--- config.mk ---
export PLATFORM = sky130hd
export DESIGN_NAME = ccff_stream_loader
export DESIGN_NICKNAME = d
export VERILOG_FILES = /design/src/rtl/ccff_loader_pkg.sv /design/src/rtl/ccff_piso.sv /design/src/rtl/ccff_stream_loader.sv
export SDC_FILE = /design/constraint.sdc
export NUM_CORES = 1
export LEC_CHECK = 0
export CELL_PAD_IN_SITES_DETAIL_PLACEMENT = 0
export CELL_PAD_IN_SITES_GLOBAL_PLACEMENT = 1
export CORE_UTILIZATION = 40
export DETAILED_ROUTE_END_ITERATION = 6
export PLACE_DENSITY = 0.8
export SLEW_MARGIN = 10
export SYNTH_ARGS = -nofsm -noshare
export SYNTH_HDL_FRONTEND = slang
export SYNTH_HIERARCHICAL = 1
export SYNTH_SLANG_ARGS = --single-unit
--- constraint.sdc ---
create_clock -name i_prog_clk -period 3.4 [get_ports i_prog_clk]
set_clock_uncertainty 0.05 [all_clocks]
set_input_delay 0.68 -clock i_prog_clk [delete_from_list [all_inputs] [get_ports i_prog_clk]]
set_output_delay 0.68 -clock i_prog_clk [all_outputs]
set_load 0.1 [all_outputs]
--- src/rtl/ccff_loader_pkg.sv ---
// ----------------------------------------------------------------------------
// ccff_loader_pkg
// Shared definitions for the configuration-chain stream loader:
//   - loader_state_t : loader sequencing states (IDLE, LOAD, DONE)
//   - STALL_W        : width of the saturating stall counter
//   - CHAIN_LEN_*    : default configuration chain lengths per tile type
// ----------------------------------------------------------------------------
package ccff_loader_pkg;

    typedef enum logic [1:0] {
        IDLE = 2'd0,
        LOAD = 2'd1,
        DONE = 2'd2
    } loader_state_t;

    localparam int STALL_W = 16;

    localparam int CHAIN_LEN_FLE = 1024;
    localparam int CHAIN_LEN_CLB = 4096;

endpackage

--- src/rtl/ccff_piso.sv ---
// ----------------------------------------------------------------------------
// ccff_piso
// WORD_W-bit parallel-in / serial-out holding register. The MSB of the data
// register is the bit currently presented on the chain head, so the serial
// output comes straight from a flop.
// Ports:
//   i_clk, i_rst_n : clock and asynchronous active-low reset
//   i_flush        : discard any remaining bits (highest priority)
//   i_load         : capture i_word; its MSB is presented on the next cycle
//   i_word         : parallel word, bit WORD_W-1 leaves first
//   i_shift        : the presented bit is consumed on this edge
//   o_bit          : presented serial bit (holds after the last bit leaves)
//   o_valid        : a bit is being presented this cycle
//   o_last         : the presented bit is the final bit of the word
// ----------------------------------------------------------------------------
module ccff_piso #(
    parameter int WORD_W = 8
) (
    input  logic              i_clk,
    input  logic              i_rst_n,
    input  logic              i_flush,
    input  logic              i_load,
    input  logic [WORD_W-1:0] i_word,
    input  logic              i_shift,
    output logic              o_bit,
    output logic              o_valid,
    output logic              o_last
);

    localparam int IDX_W = $clog2(WORD_W + 1);

    logic [WORD_W-1:0] r_data;
    logic [IDX_W-1:0]  r_remain;
    logic              r_valid;

    // Holding register. A flush or the departure of the last bit only clears
    // the bookkeeping and leaves r_data alone, so the head output keeps its
    // previous value while nothing is presented. A load beats a shift so the
    // next word can replace the final bit on the same edge (gap-free stream).
    always_ff @(posedge i_clk or negedge i_rst_n) begin
        if (!i_rst_n) begin
            r_data   <= '0;
            r_remain <= '0;
            r_valid  <= 1'b0;
        end else if (i_flush) begin
            r_remain <= '0;
            r_valid  <= 1'b0;
        end else if (i_load) begin
            r_data   <= i_word;
            r_remain <= IDX_W'(WORD_W);
            r_valid  <= 1'b1;
        end else if (i_shift && r_valid) begin
            if (r_remain == IDX_W'(1)) begin
                r_remain <= '0;
                r_valid  <= 1'b0;
            end else begin
                r_data   <= {r_data[WORD_W-2:0], 1'b0};
                r_remain <= r_remain - IDX_W'(1);
            end
        end
    end

    assign o_bit   = r_data[WORD_W-1];
    assign o_valid = r_valid;
    assign o_last  = r_valid && (r_remain == IDX_W'(1));

endmodule

--- src/rtl/ccff_stream_loader.sv ---
// ----------------------------------------------------------------------------
// ccff_stream_loader
// Feeds the configuration chain of the logical tiles: accepts bitstream words
// on a valid/ready handshake, shifts them out MSB-first one bit per prog_clk,
// stops after exactly CHAIN_LEN bits and folds the bits returning from the
// chain tail into a parity signature of the displaced configuration.
// Ports:
//   i_prog_clk, i_prog_reset : clock, asynchronous active-low reset
//   i_start                  : begin a load (only honoured in IDLE)
//   i_word_in, i_word_valid  : bitstream word and its valid
//   o_word_ready             : word accepted on this cycle when valid
//   o_ccff_head              : serial bit to the chain head
//   o_ccff_shift_en          : chain clock-gate enable, high while a bit shows
//   i_ccff_tail              : serial bit returned from the chain tail
//   o_busy, o_done           : load in progress / end-of-load pulse
//   o_stall_cnt              : saturating count of starved LOAD cycles
//   o_tail_parity            : XOR of tail samples of the current/last load
// ----------------------------------------------------------------------------
module ccff_stream_loader
    import ccff_loader_pkg::*;
#(
    parameter int WORD_W    = 8,
    parameter int CHAIN_LEN = 1024,
    parameter int CNT_W     = 11
) (
    input  logic               i_prog_clk,
    input  logic               i_prog_reset,
    input  logic               i_start,
    input  logic [WORD_W-1:0]  i_word_in,
    input  logic               i_word_valid,
    output logic               o_word_ready,
    output logic               o_ccff_head,
    output logic               o_ccff_shift_en,
    input  logic               i_ccff_tail,
    output logic               o_busy,
    output logic               o_done,
    output logic [STALL_W-1:0] o_stall_cnt,
    output logic               o_tail_parity
);

    localparam logic [CNT_W-1:0] LAST_IDX = CNT_W'(CHAIN_LEN - 1);

    loader_state_t      r_state;
    loader_state_t      w_next_state;
    logic [CNT_W-1:0]   r_bit_cnt;
    logic [STALL_W-1:0] r_stall_cnt;
    logic               r_tail_parity;
    logic               r_entry;

    logic w_piso_bit;
    logic w_piso_valid;
    logic w_piso_last;
    logic w_shift;
    logic w_terminal;
    logic w_start;
    logic w_word_ready;
    logic w_handshake;
    logic w_flush;

    // The holding register only ever fills during LOAD and is flushed on the
    // final bit, so "a bit is presented" is simply its valid flag.
    assign w_shift     = w_piso_valid;
    assign w_terminal  = w_shift && (r_bit_cnt == LAST_IDX);
    assign w_start     = (r_state == IDLE) && i_start;
    assign w_handshake = i_word_valid && w_word_ready;
    assign w_flush     = w_start || w_terminal;

    ccff_piso #(
        .WORD_W (WORD_W)
    ) u_piso (
        .i_clk   (i_prog_clk),
        .i_rst_n (i_prog_reset),
        .i_flush (w_flush),
        .i_load  (w_handshake),
        .i_word  (i_word_in),
        .i_shift (w_shift),
        .o_bit   (w_piso_bit),
        .o_valid (w_piso_valid),
        .o_last  (w_piso_last)
    );

    // State register for the load sequencer.
    always_ff @(posedge i_prog_clk or negedge i_prog_reset) begin
        if (!i_prog_reset) begin
            r_state <= IDLE;
        end else begin
            r_state <= w_next_state;
        end
    end

    // Next-state and ready decode. Ready is offered when the holding register
    // is empty, or when its last bit leaves on this edge so the next word can
    // follow without a bubble; it is withheld on the final chain bit so no
    // word is taken once the chain is full.
    always_comb begin
        w_next_state = r_state;
        w_word_ready = 1'b0;
        case (r_state)
            IDLE: begin
                if (i_start) begin
                    w_next_state = LOAD;
                end
            end
            LOAD: begin
                w_word_ready = !w_terminal &&
                               (!w_piso_valid || (w_piso_last && w_shift));
                if (w_terminal) begin
                    w_next_state = DONE;
                end
            end
            DONE: begin
                w_next_state = IDLE;
            end
            default: begin
                w_next_state = IDLE;
            end
        endcase
    end

    // Bit counter, stall counter and tail parity. The first LOAD cycle can
    // never present a bit because the first word is only accepted there, so
    // it is pipeline fill rather than upstream starvation and is not counted
    // as a stall. Counter and parity hold after the load until the next start.
    always_ff @(posedge i_prog_clk or negedge i_prog_reset) begin
        if (!i_prog_reset) begin
            r_bit_cnt     <= '0;
            r_stall_cnt   <= '0;
            r_tail_parity <= 1'b0;
            r_entry       <= 1'b0;
        end else begin
            r_entry <= w_start;
            if (w_start) begin
                r_bit_cnt     <= '0;
                r_stall_cnt   <= '0;
                r_tail_parity <= 1'b0;
            end else if (r_state == LOAD) begin
                if (w_shift) begin
                    r_bit_cnt     <= r_bit_cnt + CNT_W'(1);
                    r_tail_parity <= r_tail_parity ^ i_ccff_tail;
                end else if (!r_entry && (r_stall_cnt != {STALL_W{1'b1}})) begin
                    r_stall_cnt <= r_stall_cnt + STALL_W'(1);
                end
            end
        end
    end

    assign o_word_ready    = w_word_ready;
    assign o_ccff_head     = w_piso_bit;
    assign o_ccff_shift_en = w_piso_valid;
    assign o_busy          = (r_state == LOAD);
    assign o_done          = (r_state == DONE);
    assign o_stall_cnt     = r_stall_cnt;
    assign o_tail_parity   = r_tail_parity;

endmodule
; ---- After elaboration in Yosys (flattened, before gate mapping)
; Cells that the tools add are included.
[word_totals]
in_bits = 13
wordCells = 69
regBits = 44
[classes]
n_reduce_logical = 22
n_eq_ne = 9
bitwise_logic = 2
add_sub_neg = 3
n_mux = 25
[op_table]
columns = op, n
row1 = 16-bit two-way mux, 4
row2 = 11-bit two-way mux, 3
row3 = 8-bit two-way mux, 3
row4 = 16-bit by 1-bit adder with 16-bit output (second input constant), 1
row5 = 4-bit two-way mux, 4
row6 = 16-bit != test (second input constant), 1
row7 = 11-bit by 1-bit adder with 11-bit output (second input constant), 1
row8 = 11-bit by 10-bit equality test with 1-bit output (second input constant), 1
row9 = 1-bit two-way mux, 8
row10 = 2-bit nonzero test, 4
row11 = 1-bit logical AND, 7
row12 = 3-bit AND reduction, 2
row13 = 4-bit by 1-bit equality test with 1-bit output (second input constant), 1
row14 = 2-bit two-way mux, 2
row15 = 2-bit by 1-bit != test with 1-bit output (second input constant), 2
row16 = 2-bit != test (second input constant), 2
row17 = 2-bit case mux with 2 select lines, 1
row18 = 2-bit AND reduction, 2
row19 = 4-bit by 1-bit subtractor with 4-bit output (second input constant), 1
row20 = 1-bit logical NOT, 3
row21 = 3-bit nonzero test, 1
row22 = 2-bit by 1-bit equality test with 1-bit output (second input constant), 1
row23 = 2-bit equality test (second input constant), 1
row24 = 2-bit logical NOT, 1
row25 = 3 further kinds, 4

; ---- Logic depth before layout (Yosys ltp)
[depth]
word_depth = 9
mapped_depth = 12
mapped_depth_nobuf = 10

; ---- Hierarchy
; The synthesis kept the hierarchy.
[by_module_without_submodules]
columns = module, instances, seq_area_each_um2, area_per_inst_um2, cells_per_inst
row1 = ccff_stream_loader, 1, 775.7, 1654.1, 175
row2 = ccff_piso, 1, 325.3, 738.2, 74

; ---- Worst setup path before layout
; No wires, ideal clock.
[synth_timing]
path_type = register to register
start = reg u_piso.r_valid, in the netlist u_piso/o_valid
end = reg u_piso.r_data[7]
slack_ns = -1.395
setup_time_ns = 0.094
arrival_ns = 4.651
n_path_buf = 2
path_stages_with_launch = 9
t_required_ns = 3.256
synth_period_minus_slack_ns = 4.795
path_cell_list = dfrtp_1 and2_2 nor2b_1 nor3_1 and2_1 buf_4 clkbuf_1 nor2_1 a211oi_1
[synth_between]
elab_chain_len = 8
elab_cells_between_ends = 15
classes_between = eq/ne: 1 / mux: 2 / bitwise: 1 / reduce/logical: 11
[synth_rtl]
columns = item, line
row1 = from (decl), ccff_piso.sv:34  ; logic r_valid;
row2 = from (signal assigned), ccff_piso.sv:44  ; r_valid <= 1'b0;
row3 = from (signal assigned), ccff_piso.sv:47  ; r_valid <= 1'b0;
row4 = from (signal assigned), ccff_piso.sv:51  ; r_valid <= 1'b1;
row5 = 1-bit logical AND (*), ccff_piso.sv:65  ; assign o_last = r_valid && (r_remain == IDX_W'(1));
row6 = named net w_piso_last, ccff_stream_loader.sv:52  ; logic w_piso_last;
row7 = 1-bit logical AND (*), ccff_stream_loader.sv:106  ; (!w_piso_valid || (w_piso_last && w_shift));
row8 = 1-bit logical OR (*), ccff_stream_loader.sv:106
row9 = 1-bit logical AND (*), ccff_stream_loader.sv:105  ; w_word_ready = !w_terminal &&
row10 = 1-bit two-way mux (*), ccff_stream_loader.sv:98  ; case (r_state)
row11 = named net o_word_ready, ccff_stream_loader.sv:31  ; output logic o_word_ready,
row12 = 1-bit logical AND (*), ccff_stream_loader.sv:65  ; assign w_handshake = i_word_valid && w_word_ready;
row13 = named net w_handshake, ccff_stream_loader.sv:57  ; logic w_handshake;
row14 = 2-bit by 1-bit != test with 1-bit output (no source line) / 2-bit nonzero test (equally long branches), n/a
row15 = 3-bit AND reduction (no source line), n/a
row16 = to (signal assigned), ccff_piso.sv:49  ; r_data <= i_word;
row17 = to (signal assigned), ccff_piso.sv:57  ; r_data <= {r_data[WORD_W-2:0], 1'b0};
row18 = to (decl), ccff_piso.sv:32  ; logic [WORD_W-1:0] r_data;
; The timed path passes the listed nets; every way through them passes the cells marked *.
; A chain may end at the register's enable or synchronous reset.

; ---- Worst setup path in the final report
[layout_timing]
start = reg r_bit_cnt[0]
end = out o_word_ready
[layout_between]
elab_chain_len = 5
[layout_rtl]
columns = item, line
row1 = from (decl), ccff_stream_loader.sv:45  ; logic [CNT_W-1:0] r_bit_cnt;
row2 = from (signal assigned), ccff_stream_loader.sv:138  ; r_bit_cnt <= r_bit_cnt + CNT_W'(1);
row3 = 11-bit by 10-bit equality test with 1-bit output, ccff_stream_loader.sv:63  ; assign w_terminal = w_shift && (r_bit_cnt == LAST_IDX);
row4 = 1-bit logical AND, ccff_stream_loader.sv:63
row5 = 1-bit logical NOT, ccff_stream_loader.sv:105
row6 = 1-bit logical AND, ccff_stream_loader.sv:105
row7 = 1-bit two-way mux, ccff_stream_loader.sv:98
row8 = to (decl), ccff_stream_loader.sv:31
; No other way between the ends.

==> run metrics <==
status finished clean; RSZ-0062 raised after global routing no; total number of vias about 2100; setup TNS 0 ns; # H-tree levels 2; register bit total from synthesis 44; Yosys warning total 6; Routed Antenna Nets 0; Slew HR around 33%; largest fanout on the critical path 6; top cell type's share of synthesized area 46.0%; Slowest-stage cell, CP dfrtp_1; Area Growth Syn to Fin 19.9%; # setup viols final 0; number of global-route vias before repair roughly 2000; root buffer cell clkbuf_8; routability cong. 0.755; Mean Syn Cell Area 9.61 sq um; Chip Width 79.3 microns; All-Layer GR Usage roughly 20%; HPWL after DPL 3.67 mm; Synth Instances ~250; Die Ht 79.3 microns; largest net degree at the start of global routing 45; Yosys cell types 52; max_cap viols 0; Top cell by count, worst path and4_1; Boundary Pins 35; nets 298; worst skew pair latency 0.30 ns; post-synthesis cell area roughly 2400 sq um; wire per inst 15.2 microns; Initial Util 42.4%; Commonest cells post-synth dfrtp_1 (44), nor2_1 (19), nand2_1 (18); crit path launch type flop; grt total ovfl 0; Fmax around 0.38 GHz; crit path cell chain ha_1 > and4_1 > and4_1 > nor3_4 > buf_12; Antenna Cells 0; Max Buffers Root-to-Sink 2; WL final between 5 and 6 mm; Tightest Pin Transition between 1 and 1.5 ns; first-pass GRT wire length about 9.6 mm; Synth area leader dfrtp_1; synth top area cells dfrtp_1 (46%), nor2_1 (3.0%), nor4_1 (2.9%), a211oi_1 (2.8%), nand2_1 (2.8%); Port Buffers 34; Post-synth EDFFs 0; core box area 5640 sq um; syn nets approximately 270; period utilization between 70 and 80%; CTS buffer count 5; vias per cell 5.87; Largest stage delay, worst path between 0.4 and 0.5 ns; Die ar. 6290 sq um; WS Path Type flop to output port; Crit. End Element output port; Hold Vio Cnt, Final 0; R2R setup slack 0.79 ns; drt pass-1 iters 4; initial DRC count 120; post-CTS setup buffers 0; initial antenna violation count 0; number of fill cells 549; CTS Hold Bufs 0; row count 27; most common cell in the netlist dfrtp_1; critical path arrival 1.92 ns; minimum clock period 2.65 ns; Clk pin slew, worst setup/hold paths approximately 0.090 ns; CTS sink count 44; Worst EP required between 2 and 3 ns; DRC Markers 0; share of cells above drive strength 1 15.2%; CTS tree done; sequential share of the synthesized area 46.0%; top_reg_cell synth dfrtp_1; final-report max-slew violation count 0; worst hold path type flop to flop; ys async rst share 100%; post-CTS sizing 0
## critical path, delay by kind of cell (launching register included)
family | cells | cell delay [ns]
flip-flops | 1 | 0.41
AND/OR/NAND/NOR | 3 | 0.78
buffers and inverters | 1 | 0.20
adder cells (fa/ha/maj) | 1 | 0.23
## sequential cells by signal (all words and copies together) (netlist names)
register and cells:
o_tail_parity 1, u_piso/o_valid 1, r_entry 1, r_bit_cnt 11, u_piso/r_data 8, o_stall_cnt 16, u_piso/r_remain 4, r_state 2
## cells in the final DEF (no fill, tap or decap), types with 2 or more instances in the layout
cell type	instances
nor3b_1	3
nand2_1	18
and4_1	4
o22ai_1	7
nor3_1	5
clkdlybuf4s50_1	11
or4_1	8
nor2_1	19
nand4_1	9
nor4_1	11
o211ai_1	2
a211oi_1	9
o21ai_0	9
nor2b_1	4
nand3_1	10
ha_1	4
a2111oi_0	3
xnor2_1	5
xor2_1	5
nand2b_1	2
a21oi_1	11
a31oi_1	3
clkbuf_8	7
o31ai_1	7
mux2i_1	2
dfrtp_1	43
or3_1	4
inv_1	7
buf_4	24
## final cells by class
type | instances | area (sq um) | share of cell area [%]
sequential | 44 | 1100 | 38.4
inverter | 7 | 26.3 | 0.916
clock inverter | 1 | 30.0 | 1.05
multi-input combinational | 186 | 1210 | 42.1
tap | 72 | 90.1 | 3.14
clock buffer | 7 | 96.3 | 3.36
timing repair buffer | 37 | 315 | 11.0
## final timing paths
check / endpoint / depth (start not counted) / from
setup reg to reg: u_piso/r_data[0] / 8 / r_bit_cnt[0]
setup / recovery: o_word_ready / 5 / r_bit_cnt[0]
max in group asynchronous: u_piso/o_valid / 1 / i_prog_reset
min in group asynchronous: o_stall_cnt[15] / 1 / i_prog_reset
hold reg to reg: r_bit_cnt[10] / 1 / r_bit_cnt[10]
hold / removal: r_bit_cnt[10] / 1 / r_bit_cnt[10]
## per-layer routing
layer | vias to the layer above | wire length, microns | part of all wire (%) | track usage, %
li1 | 1017 | - | - | -
met1 | 1024 | 2600 | 48 | 26.6
met5 | - | 0 | 0 | 0
met4 | 0 | 58 | 1.1 | 6.00
met2 | 30 | 2580 | 48 | 31.1
met3 | 6 | 153 | 2.8 | 3.91
## through the flow
stage	worst slack [ns]	hold slack, ns	utilization, %	cell area (sq um)	instances
6_report	0.750	0.446	50.8	2870	354
5_1_grt	0.569	0.486	50.8	2870	354
4_1_cts	0.749	0.445	50.8	2870	354
3_5_place_dp	0.485	0.434	48.6	2740	346
3_3_place_gp	0.533	0.438	48.6	2740	346
2_1_floorplan	0.328	0.334	-	2400	249
## kinds of logic after synthesis
family	Yosys count	share of synthesized area, %
DFF	44	46.0
AOI/OAI and AO/OA	59	16.7
buffers and inverters	19	3.97
xor gates and xnor gates	10	3.66
and+or+nand+nor	111	26.7
adders and majority gates	4	2.09
muxes	2	0.837
Power is not shown: default switching activity piles up to over one toggle a cycle in this logic, so the estimate is an artifact.
